## src/rtl/add_seq_n.sv

```systemverilog
// add_seq_n: multi-cycle WIDTH-bit adder/subtractor, CHUNK bits per clock through a registered carry
//   clk, rst     : rising-edge clock, synchronous active-high reset
//   start        : operation request, sampled only while busy=0
//   sub          : 0 = x + y + cy_in, 1 = x - y
//   x, y         : operands, latched with start
//   cy_in        : carry-in for add mode, ignored when subtracting
//   s            : registered result, valid from done until the next accepted start
//   cy_out, ovf  : carry out of the MSB (1 = no borrow when subtracting), signed overflow
//   busy, done   : operation in progress, one-cycle completion pulse
module add_seq_n #(
    parameter int WIDTH = 16,
    parameter int CHUNK = 4
) (
    input  logic             clk,
    input  logic             rst,
    input  logic             start,
    input  logic             sub,
    input  logic [WIDTH-1:0] x,
    input  logic [WIDTH-1:0] y,
    input  logic             cy_in,
    output logic [WIDTH-1:0] s,
    output logic             cy_out,
    output logic             ovf,
    output logic             busy,
    output logic             done
);
    localparam int N  = WIDTH / CHUNK;
    localparam int CW = (N > 1) ? $clog2(N) : 1;

    typedef enum logic {IDLE, RUN} state_t;

    state_t           r_state;
    logic [WIDTH-1:0] r_a;
    logic [WIDTH-1:0] r_b;
    logic [WIDTH-1:0] r_s;
    logic [CW-1:0]    r_cnt;
    logic             r_carry;
    logic             r_cy;
    logic             r_ovf;
    logic             r_done;
    logic [CHUNK:0]   w_sum;
    logic             w_last;

    assign w_sum  = {1'b0, r_a[r_cnt*CHUNK +: CHUNK]} + {1'b0, r_b[r_cnt*CHUNK +: CHUNK]} + (CHUNK+1)'(r_carry);
    assign w_last = r_cnt == CW'(N - 1);

    always_ff @(posedge clk) begin
        if (rst) begin
            r_state <= IDLE;
            r_a     <= '0;
            r_b     <= '0;
            r_s     <= '0;
            r_cnt   <= '0;
            r_carry <= 1'b0;
            r_cy    <= 1'b0;
            r_ovf   <= 1'b0;
            r_done  <= 1'b0;
        end else begin
            r_done <= 1'b0;
            if (r_state == IDLE) begin
                if (start) begin
                    r_a     <= x;
                    r_b     <= sub ? ~y : y;
                    r_carry <= sub | cy_in;
                    r_cnt   <= '0;
                    r_state <= RUN;
                end
            end else begin
                r_s[r_cnt*CHUNK +: CHUNK] <= w_sum[CHUNK-1:0];
                r_carry <= w_sum[CHUNK];
                r_cnt   <= r_cnt + CW'(1);
                if (w_last) begin
                    r_cy    <= w_sum[CHUNK];
                    // carry into the MSB is a^b^sum at that bit; overflow is it xor carry out
                    r_ovf   <= r_a[WIDTH-1] ^ r_b[WIDTH-1] ^ w_sum[CHUNK-1] ^ w_sum[CHUNK];
                    r_done  <= 1'b1;
                    r_state <= IDLE;
                end
            end
        end
    end

    assign s      = r_s;
    assign cy_out = r_cy;
    assign ovf    = r_ovf;
    assign busy   = r_state == RUN;
    assign done   = r_done;
endmodule

```

## config.mk

```make
export PLATFORM = sky130hd
export DESIGN_NAME = add_seq_n
export DESIGN_NICKNAME = d
export VERILOG_FILES = /design/src/rtl/add_seq_n.sv
export SDC_FILE = /design/constraint.sdc
export NUM_CORES = 1
export LEC_CHECK = 0
export ABC_AREA = 1
export CELL_PAD_IN_SITES_DETAIL_PLACEMENT = 0
export CELL_PAD_IN_SITES_GLOBAL_PLACEMENT = 2
export CORE_MARGIN = 2
export CORE_UTILIZATION = 30
export CTS_BUF_LIST = sky130_fd_sc_hd__clkbuf_2
export CTS_CLUSTER_SIZE = 30
export DETAILED_ROUTE_END_ITERATION = 7
export PLACE_DENSITY_LB_ADDON = 0.1
export SLEW_MARGIN = 0
export SYNTH_ARGS = -nofsm -noshare
export SYNTH_HDL_FRONTEND = slang
export SYNTH_SLANG_ARGS = --single-unit
```

## constraint.sdc

```tcl
create_clock -name clk -period 3.1 [get_ports clk]
set_input_delay 0.465 -clock clk [delete_from_list [all_inputs] [get_ports clk]]
set_output_delay 0.465 -clock clk [all_outputs]
set_load 0.03 [all_outputs]
```

# --- Word-level counts from Yosys, hierarchy flattened ---
# Index checks and enable logic that the tools add are counted.
word_totals:
  wordCells: 38
  regBits: 55
  latchBits: 0
  inputBits: 37
  mem_bits_ro: 0
  mem_count: 0
  output_inout_bits: 20
  ram_bits: 0
op_classes:
  bitwise_logic: 6
  n_div: 0
  multipliers: 0
  magnitude_cmp: 0
  n_eq_ne: 1
  muxes: 10
  n_reduce_logical: 4
  n_shift: 4
  add_sub_neg: 4
op_table:
  columns: ["cell", "n"]
  rows:
  - ["$neg A4 Y34", 1]
  - ["$shift A4 B34 Y16 const A", 1]
  - ["$shiftx A4 B34 Y16", 1]
  - ["$shiftx A16 B5 Y4", 2]
  - ["$bwmux W16", 1]
  - ["$mux W16", 1]
  - ["$not A16 Y16", 1]
  - ["$mux W1", 6]
  - ["$add A4 B4 Y5", 1]
  - ["$add A5 B1 Y5", 1]
  - ["$mux W2", 2]
  - ["$reduce_and A2 Y1", 2]
  - ["$xor A1 B1 Y1", 3]
  - ["$add A2 B1 Y2 const B", 1]
  - ["$eq A2 B2 Y1 const B", 1]
  - ["$reduce_bool A2 Y1", 1]
  - ["$reduce_or A2 Y1", 1]
  - ["$not A1 Y1", 1]
  - ["$or A1 B1 Y1", 1]

# --- Longest topological paths before layout ---
logic_depth:
  depth_word: 5
  ltp_mapped: 15
  depth_no_buf: 13

# --- Least setup slack after synthesis ---
# Ideal clock, no wire load.
synth_path:
  path_type: "reg-to-reg"
  from: "register r_cnt[0]"
  to: "register r_s[14] (netlist: s[14])"
  period_less_slack_ns: 2.371
  t_arrival_ns: 2.305
  path_slack_ns: 0.729
  n_path_buf: 2
  required_ns: 3.034
  setup_ns: 0.066
  stages_incl_launch_ff: 13
  cell_sequence: "dfxtp_1 -> buf_6 -> inv_2 -> buf_2 -> o21ai_0 -> o22ai_1 -> fa_1 -> fa_1 -> xor2_1 -> nand2_1 -> nor2_2 -> nand2_1 -> a21oi_2"
synth_via:
  elab_chain_len: 5
  word_cells_on_any_way: 8
  classes_between: "add/sub (3); shift (4); mux (1)"
synth_lines:
  columns: ["item", "line", "source"]
  rows:
  - ["start, declared", "36", "logic [CW-1:0] r_cnt;"]
  - ["start signal, assigned", "71", "r_cnt <= r_cnt + CW'(1);"]
  - ["$shiftx A16 B5 Y4", "44", "assign w_sum = {1'b0, r_a[r_cnt*CHUNK +: CHUNK]} + {1'b0, r_b[r_cnt*CHUNK +: CHUNK]} + (CHUNK+1)'(r_carry);"]
  - ["$add A4 B4 Y5", "44", null]
  - ["$add A5 B1 Y5", "44", null]
  - ["$shiftx A4 B34 Y16", "69", "r_s[r_cnt*CHUNK +: CHUNK] <= w_sum[CHUNK-1:0];"]
  - ["$bwmux W16 (*)", "69", null]
  - ["end signal, assigned by index", "69", null]
  - ["end, declared", "35", "logic [WIDTH-1:0] r_s;"]
# Every way passes the cells marked *; elsewhere a longest branch is shown, timed or not.
# A chain may end at the register's enable or synchronous reset.

# --- Worst setup path in the final report ---
# Ends and elaborated chain as after synthesis.

==> out/results.tsv <==
stage	metric	value	unit
outcome	status	finished clean	
critical_path	start_kind	flip-flop	
logic_synthesis	synth_fp_nets	378	
flow_run	maxCapViolations	0	
placed_design	place_hpwl	4.71	mm
logic_synthesis	async_reset_ff_share	0	%
floorplan	die_y	97.3	um
layout	diodes	0	
route	first_pass_iters	4	
route	wl_per_cell	13.1	um
sta	setup_tns	0	ns
route	vias_per_cell	4.63	
sta	relSlewSlack	69.6	%
route	detail-route-antenna-nets	0	
logic_synthesis	synth_top_area_share	42.1	%
cts	hold_buffers	0	
logic_synthesis	synth_seq_cells	55	
power_and_ir_drop	vdd_drop_max	0.000151	V
route	wl	6.41	mm
cts	clock_latency	0.42	ns
cts	clock-sinks	55	
placed_design	portBuffers	56	
floorplan	num_rows	34	
cts	cts_buffers	5	
sta	rsz0062_at_grt	false	
sta	finalHoldViolations	0	
critical_path	crit_start	r_cnt[0]	
sta	tightest_slew	0.455	ns
logic_synthesis	ys_top_cells_by_area	dfxtp_1, o21ai_0, nor2_1, nand2_1, xnor2_1	
critical_path	crit_path_end_kind	flip-flop	
grt	grt_antenna_before_repair	0	
grt	grt-ovfl-total	0	
floorplan	core_area	8590	um^2
critical_path	worst_ep_arrival_time	2.95	ns
route	post-route-drc-count	0	
floorplan	initial_core_util	30.4	%
cts	cts_buffer_depth	2	
logic_synthesis	yosysTopAreaCell	dfxtp_1	
logic_synthesis	ys_warn_count	0	
layout	layout-drive-gt1-share	7.33	%
route	first_iter_violations	42	
logic_synthesis	ys.flop_type	dfxtp_1	
cts	h-tree-depth	2	
sta	min_period_over_period	83.0	%
sta	setup_viol	0	
floorplan	ios	57	
logic_synthesis	syn_area_per_cell	7.92	um^2
logic_synthesis	synthTopCellsByCount	nor2_1, dfxtp_1, o21ai_0, nand2_1, a21oi_1	
critical_path	path_max_fanout	26	
min_path	hp-class	reg -> reg	
grt	grt_pass1_vias	2264	
cts	cts_resized	0	
logic_synthesis	seq_area_frac_synth	42.1	%
critical_path	crit_type	reg -> reg	
floorplan	die-area	9470	um^2
min_path	hp-start	s[3]	
logic_synthesis	synth-edff-count	0	
placed_design	gp_congestion	0.758	
sta	finalWorstPathRequiredPeriod	2.57	ns
power_and_ir_drop	p_leak	1.22	nW
power_and_ir_drop	cellPowerDensity	427	nW/um^2
sta	finClkSkew	0.0189	ns
layout	syn2layout_area_growth	25.5	%
sta	slew_violations	0	
cts	clkTransAtPathRegs	0.25	ns
logic_synthesis	yosysUniqueCellTypes	31	
grt	grt_use_total	13.8	%
grt	grt_pass1_wl	10.7	mm
layout	nNetsFinal	431	
cts	postCtsSetupRepairBufs	0	
floorplan	die_w	97.3	um
grt	grt_max_degree	36	
cts	ctsRootBufferMaster	clkbuf_2	
logic_synthesis	synthCells	330	
critical_path	required	3.48	ns
layout	fin_util	38.1	%
cts	cts_tree	yes	
logic_synthesis	syn_area	2610	um^2
sta	fmax	0.389	GHz
critical_path	reg2reg_from	r_cnt[0]	
logic_synthesis	yosysMostFrequentCell	nor2_1	
route	dr_total_vias	2271	
==> power breakdown <==
part / internal, mW / switching (mW) / total [mW]
logic: 0.154 / 0.206 / 0.360
registers: 0.751 / 0.0287 / 0.780
clock network: 0.0509 / 0.209 / 0.260
==> cell type report <==
class                   count  area (um^2)
repair buffers             64          621
fillers                   940         5320
multi-input cells         247         1350
well taps                 108          135
clock buffers               6         30.0
flip-flops and latches     55         1100
inverters                  10         40.0
==> per-stage QoR <==
stage          power, mW  std cells  area [um^2]  hold WS [ns]  worst slack (ns)
2_1_floorplan       1.04        330         2610         0.450             0.729
3_3_place_gp        1.16        484         3250         0.451             0.621
3_5_place_dp        1.16        484         3250         0.455             0.560
4_1_cts             1.43        490         3280         0.484             0.492
5_1_grt             1.50        490         3280         0.506             0.183
6_report            1.40        490         3280         0.481             0.527
==> critical path, stage by stage (launching register included) <==
cell,delay (ns)
dfxtp_1,0.37
inv_2,0.32
a21oi_1,0.11
o21ai_0,0.08
o21ai_0,0.13
fa_1,0.42
fa_1,0.42
xor2_1,0.30
nand2_1,0.11
nor2_2,0.11
nand2_1,0.07
a21oi_2,0.11
==> cells in the final DEF (no fill, tap or decap), types with 3 or more instances in the layout <==
| master | synthesis | routed |
|---|---|---|
| nor2_1 | 59 | 59 |
| clkdlybuf4s50_1 | 0 | 56 |
| dfxtp_1 | 55 | 55 |
| o21ai_0 | 50 | 50 |
| nand2_1 | 41 | 41 |
| a21oi_1 | 29 | 29 |
| xnor2_1 | 17 | 17 |
| nand3_1 | 11 | 11 |
| ha_1 | 9 | 9 |
| buf_4 | 4 | 8 |
| o22ai_1 | 7 | 7 |
| clkbuf_2 | 0 | 6 |
| inv_1 | 5 | 5 |
| a22oi_1 | 4 | 4 |
| inv_2 | 3 | 3 |
| nor2_2 | 3 | 3 |
==> logic make-up (layout without fill, tap and decap cells) <==
logic type / Yosys count / in the layout / share of synthesized area [%]
flip-flops: 55 / 55 / 42.1
AO/OA/AOI/OAI: 96 / 96 / 19.7
AND/OR/NAND/NOR: 121 / 121 / 19.8
XOR/XNOR: 19 / 19 / 6.37
buffers and inverters: 28 / 80 / 6.13
adder cells (fa/ha/maj): 11 / 11 / 5.84
==> registers in the layout (all words and copies together) (netlist names) <==
signal	cells
r_cnt	2
cy_out	1
done	1
r_carry	1
r_b	16
busy	1
s	16
ovf	1
r_a	16
==> layer usage <==
metal / global-route usage (%) / part of all wire, %
met3: 2.52 / 3.1
met4: 3.85 / 0.92
met1: 17.2 / 47
met2: 24.6 / 49
met5: 0 / 0
==> worst paths after layout <==
path	to	slack, ns	cells past startpoint
hold reg to reg	s[3]	0.48	2
hold / removal	s[3]	0.48	2
setup / recovery	s[14]	0.53	11
setup reg to reg	s[14]	0.53	11
Power figures use the tool's default switching activity.
==> edit, RTL diff (config.mk and constraints unchanged) <==
Put one more register stage on the output `s`, with the module's reset. The value now appears one clock later. The other outputs are not delayed to match. Comments in the files are not updated.
--- a/src/rtl/add_seq_n.sv
+++ b/src/rtl/add_seq_n.sv
@@ -81,5 +81,11 @@
     end
 
-    assign s      = r_s;
+    always_ff @(posedge clk) begin
+        if (rst) begin
+            s <= '0;
+        end else begin
+            s <= r_s;
+        end
+    end
     assign cy_out = r_cy;
     assign ovf    = r_ovf;
Behaviour: not the same (Yosys sat finds a counterexample within 4 cycles, from zero or initial values and one cycle with rst high).
==> edit against the unedited design <==
Sequential cell count rose by 16. Total power increased by 35%. Synthesized cell count up 18%. Sequential power is 26% higher. Area after synthesis is 17% higher. Count of clock-buffer cells in the layout increased by 3. Wire length up 16%. Worst setup slack worse by 0.18 ns. Sequential share of layout area up 3.3 points. Final area is 18% higher. Global-route usage up 0.46 points. Core utilization up 1.1 points. Critical path type unchanged. First-iteration DRC count rose by 19%.
==> edit: results (changes against the unedited design) <==
| Metric | Value |
|---|---|
| Clock Skew | `0.0306 ns (+0.0118 ns)` |
| Maximum vdd drop | `0.155 mV (+2.6%)` |
| Worst Path Max Fanout | `12 (-54%)` |
| Drt pass-1 iters | `4 (unchanged)` |
| Post-synth ARST share | `0% (unchanged)` |
| NumNets Final | `493 (+14%)` |
| Worst-Margin Slew | `0.685 ns (+0.230 ns)` |
| Switching share of power | `31.5% (-0.26 points)` |
| Post-synthesis cell type count | `27 (-13%)` |
| Main area contributors after synthesis | `dfxtp_1 (47%), o21ai_0 (8.9%), nor2_1 (8.4%)` |
| Worst EP arrival | `3.20 ns (+0.25 ns)` |
| DP Wirelength | `5440 um (+15%)` |
| First-pass GRT wire length | `12500 um (+17%)` |
| Largest net degree at the start of global routing | `26 (-28%)` |
| Clk slew on worst S/H paths | `0.21 ns (-0.04 ns)` |
| Initial antenna violation count | `0 (unchanged)` |
| Hold WC Path Type | `reg2reg` |
| Vias per inst | `4.46 (-3.7%)` |
| Worst Hold Depth | `2 (unchanged)` |
| Depth of the CTS H-tree | `3 (+1)` |
| Vias in the first global route | `2552 (+13%)` |
| Post-synthesis sequential area ratio | `46.6% (+4.4 points)` |
| Longest Clk Path Bufs | `2 (unchanged)` |
| Synth Net Count | `437 (+16%)` |
| Leak Pwr | `0.00156 uW (+27%)` |
| Synth warnings | `0 (unchanged)` |
| Worst R2R Path Depth | `8 (-3)` |
| Register-to-register path setup slack | `0.34 ns (-0.18 ns)` |
| Gr usage total | `14.3% (+0.46 points)` |
| Outcome | `completed` |
| IO Port Bufs | `56 (unchanged)` |
| Grt met2 use | `23.7% (-0.82 points)` |
| # fillers | `1084 (+15%)` |
| Layout cell share with drive strength beyond 1 | `7.33% (about the same)` |
| Drt drc | `0 (unchanged)` |
| Final GP Congestion | `0.752 (-0.83%)` |
| Root buf cell | `clkbuf_2` |
| Final WL | `7430 um (+16%)` |
| Post-synth top cells | `dfxtp_1 (71), nor2_1 (68), nand2_1 (55), o21ai_0 (54), inv_1 (29)` |
| Global routing usage on met3 | `3.62% (+1.1 points)` |
| Met1 Track Usage GR | `17.9% (+0.74 points)` |
| Initial DRC count | `50 (+19%)` |
| CTS Buf Count | `9 (+4)` |
| Inserted Diodes | `0 (unchanged)` |
| Clock Latency Late Sink | `0.51 ns (+0.09 ns)` |
[edit: changes by cell type after synthesis, sizes merged, moves of 4 or more]
| cell | before | now |
|---|---|---|
| o21ai | 51 | 59 |
| nor2 | 63 | 70 |
| a22oi | 4 | 0 |
| dfxtp | 55 | 71 |
| inv | 9 | 30 |
| a21oi | 31 | 22 |
| nand3 | 11 | 18 |
| nand2 | 44 | 58 |
[edit: timing repair]
action,4_1_cts,5_1_grt
buffers inserted,0,0
endpoints found under the setup margin,0,1
resized for setup,0,1
[edit: cells by family (layout without fill, tap and decap cells)]
family	count (synthesis)	in the layout	synth area share (%)
DFF	71	71	46.6
AOI/OAI and AO/OA	90	90	15.3
and+or+nand+nor	150	150	20.9
buffers and inverters	50	111	7.26
xor gates and xnor gates	17	17	4.88
adders and majority gates	11	11	5.00
[edit: power groups by stage]
stage | combinational (uW) | clock, uW | sequential, uW
floorplan | 238 | 0 | 1000
global placement | 375 | 0 | 1000
detailed placement | 375 | 0 | 1000
CTS | 377 | 555 | 986
global route | 418 | 592 | 991
finish | 368 | 536 | 985
[edit: cell type report]
| cell class | count | share of cell area (%) |
|---|---|---|
| repair buffers | 64 | 16.1 |
| multi-input cells | 268 | 36.5 |
| clock inverters | 7 | 1.85 |
| flip-flops and latches | 71 | 36.9 |
| clock buffers | 9 | 1.17 |
| well taps | 133 | 4.32 |
| inverters | 31 | 3.12 |
[edit: worst max-delay path, cell delays in order (launching register included)]
cell and delay (ns):
dfxtp_1 0.65, clkinvlp_4 0.34, o21ai_0 0.15, o22ai_1 0.12, fa_1 0.45, fa_1 0.41, xor2_1 0.27, nand2_1 0.13
o31ai_2 0.17
[edit: through the flow]
step	cell area (um2)	utilization [%]	worst slack [ns]	hold slack (ns)	instances
2_1_floorplan	3050	-	0.799	0.400	389
3_3_place_gp	3730	38.0	0.485	0.406	567
3_5_place_dp	3730	38.0	0.297	0.409	567
4_1_cts	3850	39.2	0.264	0.418	583
5_1_grt	3850	39.2	0.0205	0.435	583
6_report	3850	39.2	0.343	0.428	583
[edit: path summary, 6_finish.rpt]
| path | endpoint | startpoint |
|---|---|---|
| worst max-delay path | r_s[6] | r_cnt[1] |
| worst min-delay path | s[9] | r_s[9] |
| worst max register to register | r_s[6] | r_cnt[1] |
| worst min register to register | s[9] | r_s[9] |
[edit: routing by layer]
| layer | vias up | wire, um |
|---|---|---|
| met5 | - | 0 |
| met4 | 0 | 117 |
| met3 | 13 | 246 |
| met2 | 49 | 3450 |
| met1 | 1156 | 3620 |
| li1 | 1383 | - |
